===== config.mk =====
export PLATFORM = sky130hd
export DESIGN_NAME = reset_sequencer
export DESIGN_NICKNAME = d
export VERILOG_FILES = /design/src/rtl/reset_pkg.sv /design/src/rtl/bit_synchronizer.sv /design/src/rtl/reset_sequencer.sv
export SDC_FILE = /design/constraint.sdc
export NUM_CORES = 1
export LEC_CHECK = 0
export CAP_MARGIN = 40
export CELL_PAD_IN_SITES_DETAIL_PLACEMENT = 0
export CELL_PAD_IN_SITES_GLOBAL_PLACEMENT = 1
export CORE_AREA = 2 2 39 41
export CTS_CLUSTER_SIZE = 25
export DETAILED_ROUTE_END_ITERATION = 12
export DIE_AREA = 0 0 41 43
export DONT_BUFFER_PORTS = 1
export PLACE_DENSITY = 0.7
export SLEW_MARGIN = 40
export SYNTH_ARGS = -nofsm -noshare
export SYNTH_HDL_FRONTEND = slang
export SYNTH_SLANG_ARGS = --single-unit

===== constraint.sdc =====
create_clock -name clk -period 2.29 [get_ports clk]
set_clock_uncertainty 0.15 [all_clocks]
set_input_delay 0.458 -clock clk [delete_from_list [all_inputs] [get_ports clk]]
set_output_delay 0.458 -clock clk [all_outputs]
set_load 0.02 [all_outputs]

===== src/rtl/reset_pkg.sv =====
// Shared encodings and limits for the reset sequencer and its helpers.
package reset_pkg;

    localparam logic [1:0] ST_HOLD     = 2'd0;
    localparam logic [1:0] ST_RUN      = 2'd1;
    localparam logic [1:0] ST_DEB      = 2'd2;
    localparam logic [1:0] ST_WAIT_REL = 2'd3;

    typedef enum logic [1:0] {
        HOLD     = ST_HOLD,
        RUN      = ST_RUN,
        DEB      = ST_DEB,
        WAIT_REL = ST_WAIT_REL
    } state_e;

    localparam int MIN_SYNC_STAGES     = 2;
    localparam int MIN_DEBOUNCE_CYCLES = 2;
    localparam int MIN_HOLD_CYCLES     = 1;

    function automatic int max_int(input int a, input int b);
        return (a > b) ? a : b;
    endfunction

endpackage


===== src/rtl/bit_synchronizer.sv =====
// Multi-flop synchroniser for one asynchronous bit, with synchronous active-low clear.
module bit_synchronizer #(
    parameter int STAGES = 2
) (
    input  logic clk,
    input  logic clr_n,
    input  logic d,
    output logic q
);

    logic [STAGES-1:0] sync_q;
    logic [STAGES-1:0] sync_d;

    always_comb begin
        sync_d = {sync_q[STAGES-2:0], d};
    end

    always_ff @(posedge clk) begin
        if (!clr_n) begin
            sync_q <= '0;
        end else begin
            sync_q <= sync_d;
        end
    end

    assign q = sync_q[STAGES-1];

endmodule


===== src/rtl/reset_sequencer.sv =====
// Combines system reset with a debounced push-button request and stretches the
// resulting active-high synchronous reset for a fixed number of cycles on exit.
module reset_sequencer
    import reset_pkg::*;
#(
    parameter int SYNC_STAGES     = 2,
    parameter int DEBOUNCE_CYCLES = 16,
    parameter int HOLD_CYCLES     = 8
) (
    input  logic clk,
    input  logic reset,
    input  logic rst_req_async,
    output logic rst_out,
    output logic rst_done
);

    // Out-of-range parameters are raised to the smallest value that still works.
    localparam int SYNC_N = max_int(SYNC_STAGES, MIN_SYNC_STAGES);
    localparam int DEB_N  = max_int(DEBOUNCE_CYCLES, MIN_DEBOUNCE_CYCLES);
    localparam int HOLD_N = max_int(HOLD_CYCLES, MIN_HOLD_CYCLES);
    localparam int CNT_W  = $clog2(max_int(DEB_N, HOLD_N) + 1);

    localparam logic [CNT_W-1:0] HOLD_LAST = CNT_W'(HOLD_N - 1);
    localparam logic [CNT_W-1:0] DEB_LAST  = CNT_W'(DEB_N - 1);
    localparam logic [CNT_W-1:0] CNT_ONE   = CNT_W'(1);

    logic req_sync;

    state_e           state_q, state_d;
    logic [CNT_W-1:0] cnt_q, cnt_d;
    logic             rst_out_q, rst_out_d;
    logic             rst_done_q, rst_done_d;

    bit_synchronizer #(
        .STAGES(SYNC_N)
    ) u_req_sync (
        .clk  (clk),
        .clr_n(reset),
        .d    (rst_req_async),
        .q    (req_sync)
    );

    always_comb begin
        state_d    = state_q;
        cnt_d      = cnt_q;
        rst_out_d  = rst_out_q;
        rst_done_d = 1'b0;

        case (state_q)
            HOLD: begin
                rst_out_d = 1'b1;
                if (cnt_q == HOLD_LAST) begin
                    state_d    = RUN;
                    cnt_d      = '0;
                    rst_out_d  = 1'b0;
                    rst_done_d = 1'b1;
                end else begin
                    cnt_d = cnt_q + CNT_ONE;
                end
            end
            RUN: begin
                rst_out_d = 1'b0;
                // The sample that enters DEB is the first of the debounce run.
                if (req_sync) begin
                    state_d = DEB;
                    cnt_d   = CNT_ONE;
                end
            end
            DEB: begin
                rst_out_d = 1'b0;
                if (!req_sync) begin
                    state_d = RUN;
                    cnt_d   = '0;
                end else if (cnt_q == DEB_LAST) begin
                    state_d   = WAIT_REL;
                    rst_out_d = 1'b1;
                end else begin
                    cnt_d = cnt_q + CNT_ONE;
                end
            end
            WAIT_REL: begin
                // rst_out stays high straight into HOLD, so there is no one-cycle dip.
                rst_out_d = 1'b1;
                if (!req_sync) begin
                    state_d = HOLD;
                    cnt_d   = '0;
                end
            end
            default: begin
                state_d   = HOLD;
                cnt_d     = '0;
                rst_out_d = 1'b1;
            end
        endcase
    end

    always_ff @(posedge clk) begin
        if (!reset) begin
            state_q    <= HOLD;
            cnt_q      <= '0;
            rst_out_q  <= 1'b1;
            rst_done_q <= 1'b0;
        end else begin
            state_q    <= state_d;
            cnt_q      <= cnt_d;
            rst_out_q  <= rst_out_d;
            rst_done_q <= rst_done_d;
        end
    end

    assign rst_out  = rst_out_q;
    assign rst_done = rst_done_q;

endmodule


## After elaboration in Yosys (flattened, before gate mapping)

Index checks and enable logic that the tools add are counted.

- Flip-flop bits (word level): 11
- Output and inout port bits: 2
- Logic and storage cells: 37

- Add/subtract/negate cells: 1
- Eq/ne operators: 10
- Multiplexer cells: 17
- Reduce and logical (&&, ||, !) cells: 4

Operators by type and width:

| operator | number |
|---|---|
| 5-bit 2-to-1 mux | 5 |
| 5-bit case mux with 4 select lines | 1 |
| 2-bit 2-to-1 mux | 5 |
| 2-bit case mux with 4 select lines | 1 |
| 3-bit != test, second input constant | 2 |
| 5-bit by 1-bit adder with 5-bit output, second input constant | 1 |
| 5-bit by 3-bit == test with 1-bit output, second input constant | 1 |
| 5-bit by 4-bit == test with 1-bit output, second input constant | 1 |
| 2-bit == test, second input constant | 2 |
| 1-bit 2-to-1 mux | 4 |
| 2-bit != test, second input constant | 2 |
| 1-bit case mux with 4 select lines | 1 |
| 4-bit AND reduction | 1 |
| 3-bit AND reduction | 1 |
| 2-bit by 1-bit == test with 1-bit output, second input constant | 1 |
| 2-bit logical NOT | 1 |
| 2-bit by 1-bit != test with 1-bit output, second input constant | 1 |
| 2-bit AND reduction | 1 |

## Logic depth before layout (Yosys ltp)

- Depth in word-level cells: 4
- Gate-level depth with buffers: 7
- Depth with buffers taken out: 7

## By module

From an unflattened synthesis, not the netlist that was laid out.

- Cell total of the unflattened synthesis: 58
- Area, all modules: 521.8 um^2

Modules (own cells, without submodules):

| module | instances | cells an instance | area an instance (um^2) | sequential area each (um^2) |
|---|---|---|---|---|
| reset_sequencer | 1 | 54 | 469.2 | 180.2 |
| bit_synchronizer | 1 | 4 | 52.6 | 40.0 |

## Least setup slack after synthesis

OpenSTA, ideal clock, no wires.

- Path type: register to register
- From: register cnt_q[0]
- To: register cnt_q[3]
- Arrival time: 1.803 ns
- Required time: 2.066 ns
- Path slack: 0.262 ns
- Cell stages (with the launch flop): 8
- Path buffers: 0
- Clock period less this slack: 2.028 ns
- Cells stage by stage: dfxtp_1 > ha_1 > and3_1 > ha_1 > nor2_1 > o22ai_1 > or4_1 > a31oi_1

- Longest elaborated chain between the ends: 4
- Elaborated cells between the ends (all ways): 9

RTL lines:

| item | line | RTL |
|---|---|---|
| start: declaration | reset_sequencer.sv:30 | `logic [CNT_W-1:0] cnt_q, cnt_d;` |
| start signal: assignment | reset_sequencer.sv:105 | `cnt_q <= cnt_d;` |
| 5-bit by 1-bit adder with 5-bit output | reset_sequencer.sv:58, reset_sequencer.sv:78 |  |
| 5-bit 2-to-1 mux | reset_sequencer.sv:74 | `end else if (cnt_q == DEB_LAST) begin` |
| 5-bit 2-to-1 mux | reset_sequencer.sv:71 | `if (!req_sync) begin` |
| 5-bit case mux with 4 select lines | reset_sequencer.sv:49 | `case (state_q)` |

Several ways; a longest one is shown, not always the timed one. The select of a mux whose other input is x is not followed.
A chain may end at the register's enable or synchronous reset.

## Final worst setup path

Same ends and word-level chain as after synthesis.

==> key figures <==
Min path
  • WHS Endpoint: rst_out
  • Worst Min Path Start: reset
  • Hold path cells: 1
  • Tightest Hold Check Type: input port to flop

Synthesis
  • Mapped Cells: 65
  • Post-synth top area cell: dfxtp_1
  • Area share of fa/ha/maj cells after synthesis: under 10%
  • Syn_nets: 70
  • XOR/XNOR share of the synthesized area: 0%
  • Number of flops mapped to enable cells by yosys: 0
  • Netlist cell types: 24
  • Commonest cells post-synth: dfxtp_1, a21oi_1, nand2_1
  • Register area share after synthesis: 41.5%
  • Count leader, synth: dfxtp_1
  • Simple-gate share of the synthesized area: 28.8%
  • Synth top area cells: dfxtp_1, a21oi_1, nand2_1
  • YS warnings: 0
  • Post-synthesis mux area share: 0%
  • Synth top area share: just over 40%
  • Synthesized flop and latch total: 11
  • Synthesized area per cell: just over 8 µm²
  • Top FF cell, synth: dfxtp_1
  • Main combinational cell family by area after synthesis: simple AND/OR/NAND/NOR gates
  • Synth Cell Area: ~530 µm²
  • Asr flop ratio synth: 0%
  • Post-synthesis compound-gate area fraction: around 18%

Critical path
  • Slowest cell delay on critical path: approximately 470 ps
  • Crit start category: flop
  • Crit-path cells: ha_1, and3_1, ha_1, nor2_1, o22ai_1, or4_1, a31oi_1
  • Crit path top cell by count: ha_1
  • Reg2Reg Capture Point: cnt_q[3]
  • RR Startpoint: cnt_q[0]
  • CP top delay family: simple AND/OR/NAND/NOR gates
  • WP buf/inv: 0
  • Critical Path RT: 2340 ps
  • CP Max Fanout: 4
  • Critical path capture point type: flop
  • Slowest CP cell: or4_1
  • Worst Path Arrival: roughly 2100 ps
  • Path depth of the worst reg2reg path: 7
  • CP Class: flop to flop
  • Reg-to-reg setup timing slack: between 200 and 250 ps

Floorplan
  • CORE AREA: between 1000 and 1500 µm²
  • Die Wd: about 41 µm
  • Die height: between 40 and 50 µm
  • Num rows: 14
  • Ports: 5
  • Die area: about 1800 µm²
  • Starting Density: 38.3%

Global route
  • GRT overflow: 0
  • Largest net degree at the start of global routing: 12
  • First-pass GRT wire length: around 1600 µm
  • Initial antenna violation count: 0
  • Total GRT Usage: 14.1%
  • Vias in the first global route: about 350

Place
  • Post-DP HPWL: slightly below 700 µm
  • Port bufs: 0
  • RD Place Congestion: ~0.77
  • Inst Count DP: 80
  • Area after DPL: between 500 and 600 µm²

STA
  • Tcrit/Tclk final: between 80% and 90%
  • Max Slew Vio Count: 0
  • Final worst path period need: roughly 2100 ps
  • # setup viols final: 0
  • Worst hold slack: between 100 and 150 ps
  • Worst-margin pin slew: around 570 ps
  • Total negative setup slack: 0 ps
  • Max-slew headroom: about three fifths
  • RSZ-0062 raised after global routing: no
  • Fin. Hold Viols: 0
  • Fmax: roughly 490 MHz

Clock tree
  • Post-CTS Setup Inserts: 0
  • Post-CTS sizing: 0
  • Clock Pin Slew Worst Setup and Hold Paths: 70 ps
  • Clk sink count: 11
  • CTS tree: yes
  • Post-CTS Hold Buffers: 0
  • Max Root-Sink Buffers: 2
  • CTS H-tree lvls: 1
  • CTS Buf Count: 3
  • Worst-Skew Late Latency: between 200 and 300 ps
  • Clock root buffer: clkbuf_4

Final layout
  • Storage cell area: 220 µm²
  • Final Util: roughly two fifths
  • Layout fillers: between 150 and 200
  • Number of diodes: 0
  • Finished Layout Cells: 84
  • Area Growth Syn to Fin: 7.31%
  • Multi-input gate area: about 270 µm²
  • Nets@finish: 74
  • Fraction of final layout cells sized beyond drive strength 1: 7.35%
  • Design Area, Final: about 570 µm²

Power
  • Power density over the cells: 642 nW/µm²
  • Net Sw Frac: 23.7%
  • Largest vdd supply drop: roughly 0.31 mV
  • Reg power frac: between 50% and 60%
  • Combinational Power Share: 6.2%
  • Internal power: 0.000279 W
  • Sw power: 0.0000864 W
  • Clk network pwr share: between 30 and 40%
  • Static Leak: 0.217 nW

Drt
  • DRT iter0 DRCs: 11
  • Routed wire per std cell: 11.1 µm
  • Vias per cell: 5.06
  • Drt drc: 0
  • Final ANT Viol Nets: 0
  • Final wirelength: 931 µm
  • Via count: 425
  • Number of detailed-route iterations in the first pass: 4

Outcome
  • Status: completed

Flow run
  • Max-cap viol count: 0
## kinds of logic (layout without fill, tap and decap cells)
kind of cell / count (synthesis) / count (layout)
simple gates: 28 / 28
compound gates: 16 / 16
flops: 11 / 11
buf+inv: 8 / 11
fa+ha+maj: 2 / 2
## registers in the layout (all words and copies together), names as in the netlist
register           cells
rst_out                1
cnt_q                  5
u_req_sync.sync_q      2
rst_done               1
state_q                2
## power groups by stage
stage | Clock [W] | Combinational [W] | Sequential (W)
after floorplan | 0 | 0.0000199 | 0.000209
after global placement | 0 | 0.0000230 | 0.000212
after detailed placement | 0 | 0.0000227 | 0.000211
after CTS | 0.000144 | 0.0000228 | 0.000207
after global routing | 0.000153 | 0.0000268 | 0.000208
final | 0.000136 | 0.0000225 | 0.000207
## metrics by stage
step           setup WS (ps)  total power [W]
4_1_cts                  220         0.000374
5_1_grt                  120         0.000388
6_report                 231         0.000365
2_1_floorplan            262         0.000229
3_5_place_dp             238         0.000234
3_3_place_gp             238         0.000235
## per-layer routing
metal	up-vias	track usage, %	wire length (µm)
met3	4	5.24	46
met5	-	0	0
met4	0	12.0	29
li1	229	-	-
met1	181	18.1	440
met2	11	17.5	414
## cell type report
class	instances	area share (%)
flip-flops and latches	11	38.7
multi-input cells	46	47.9
repair buffers	1	1.32
clock buffers	4	4.62
inverters	6	3.96
well taps	16	3.52
## how the worst max path moves through the flow
| stage | slack [ps] | start | depth (start not counted) | to |
|---|---|---|---|---|
| after floorplan | 260 | cnt_q[0] | 7 | cnt_q[3] |
| after global placement | 240 | cnt_q[0] | 7 | cnt_q[3] |
| after detailed placement | 240 | cnt_q[0] | 7 | cnt_q[3] |
| after CTS | 220 | cnt_q[0] | 7 | cnt_q[3] |
| after global routing | 120 | cnt_q[0] | 7 | cnt_q[3] |
| final | 230 | cnt_q[0] | 7 | cnt_q[3] |
## layout by cell type, fill, tap and decap left out
cell,Yosys,final
dfxtp_1,11,11
nand2_1,7,7
a21oi_1,7,7
inv_1,6,6
nor2_1,5,5
nand3_1,4,4
o21ai_0,3,3
or3_1,3,3
clkbuf_4,0,3
and3_1,2,2
and2_1,2,2
ha_1,2,2
nand2b_1,1,1
o22ai_1,1,1
nor4bb_1,1,1
nor2b_4,1,1
a211o_1,1,1
o2bb2ai_1,1,1
o21a_1,1,1
or4_1,1,1
a31oi_1,1,1
nor2b_1,1,1
o211ai_1,1,1
clkbuf_1,1,1
buf_4,0,1
Power figures use the tool's default switching activity.
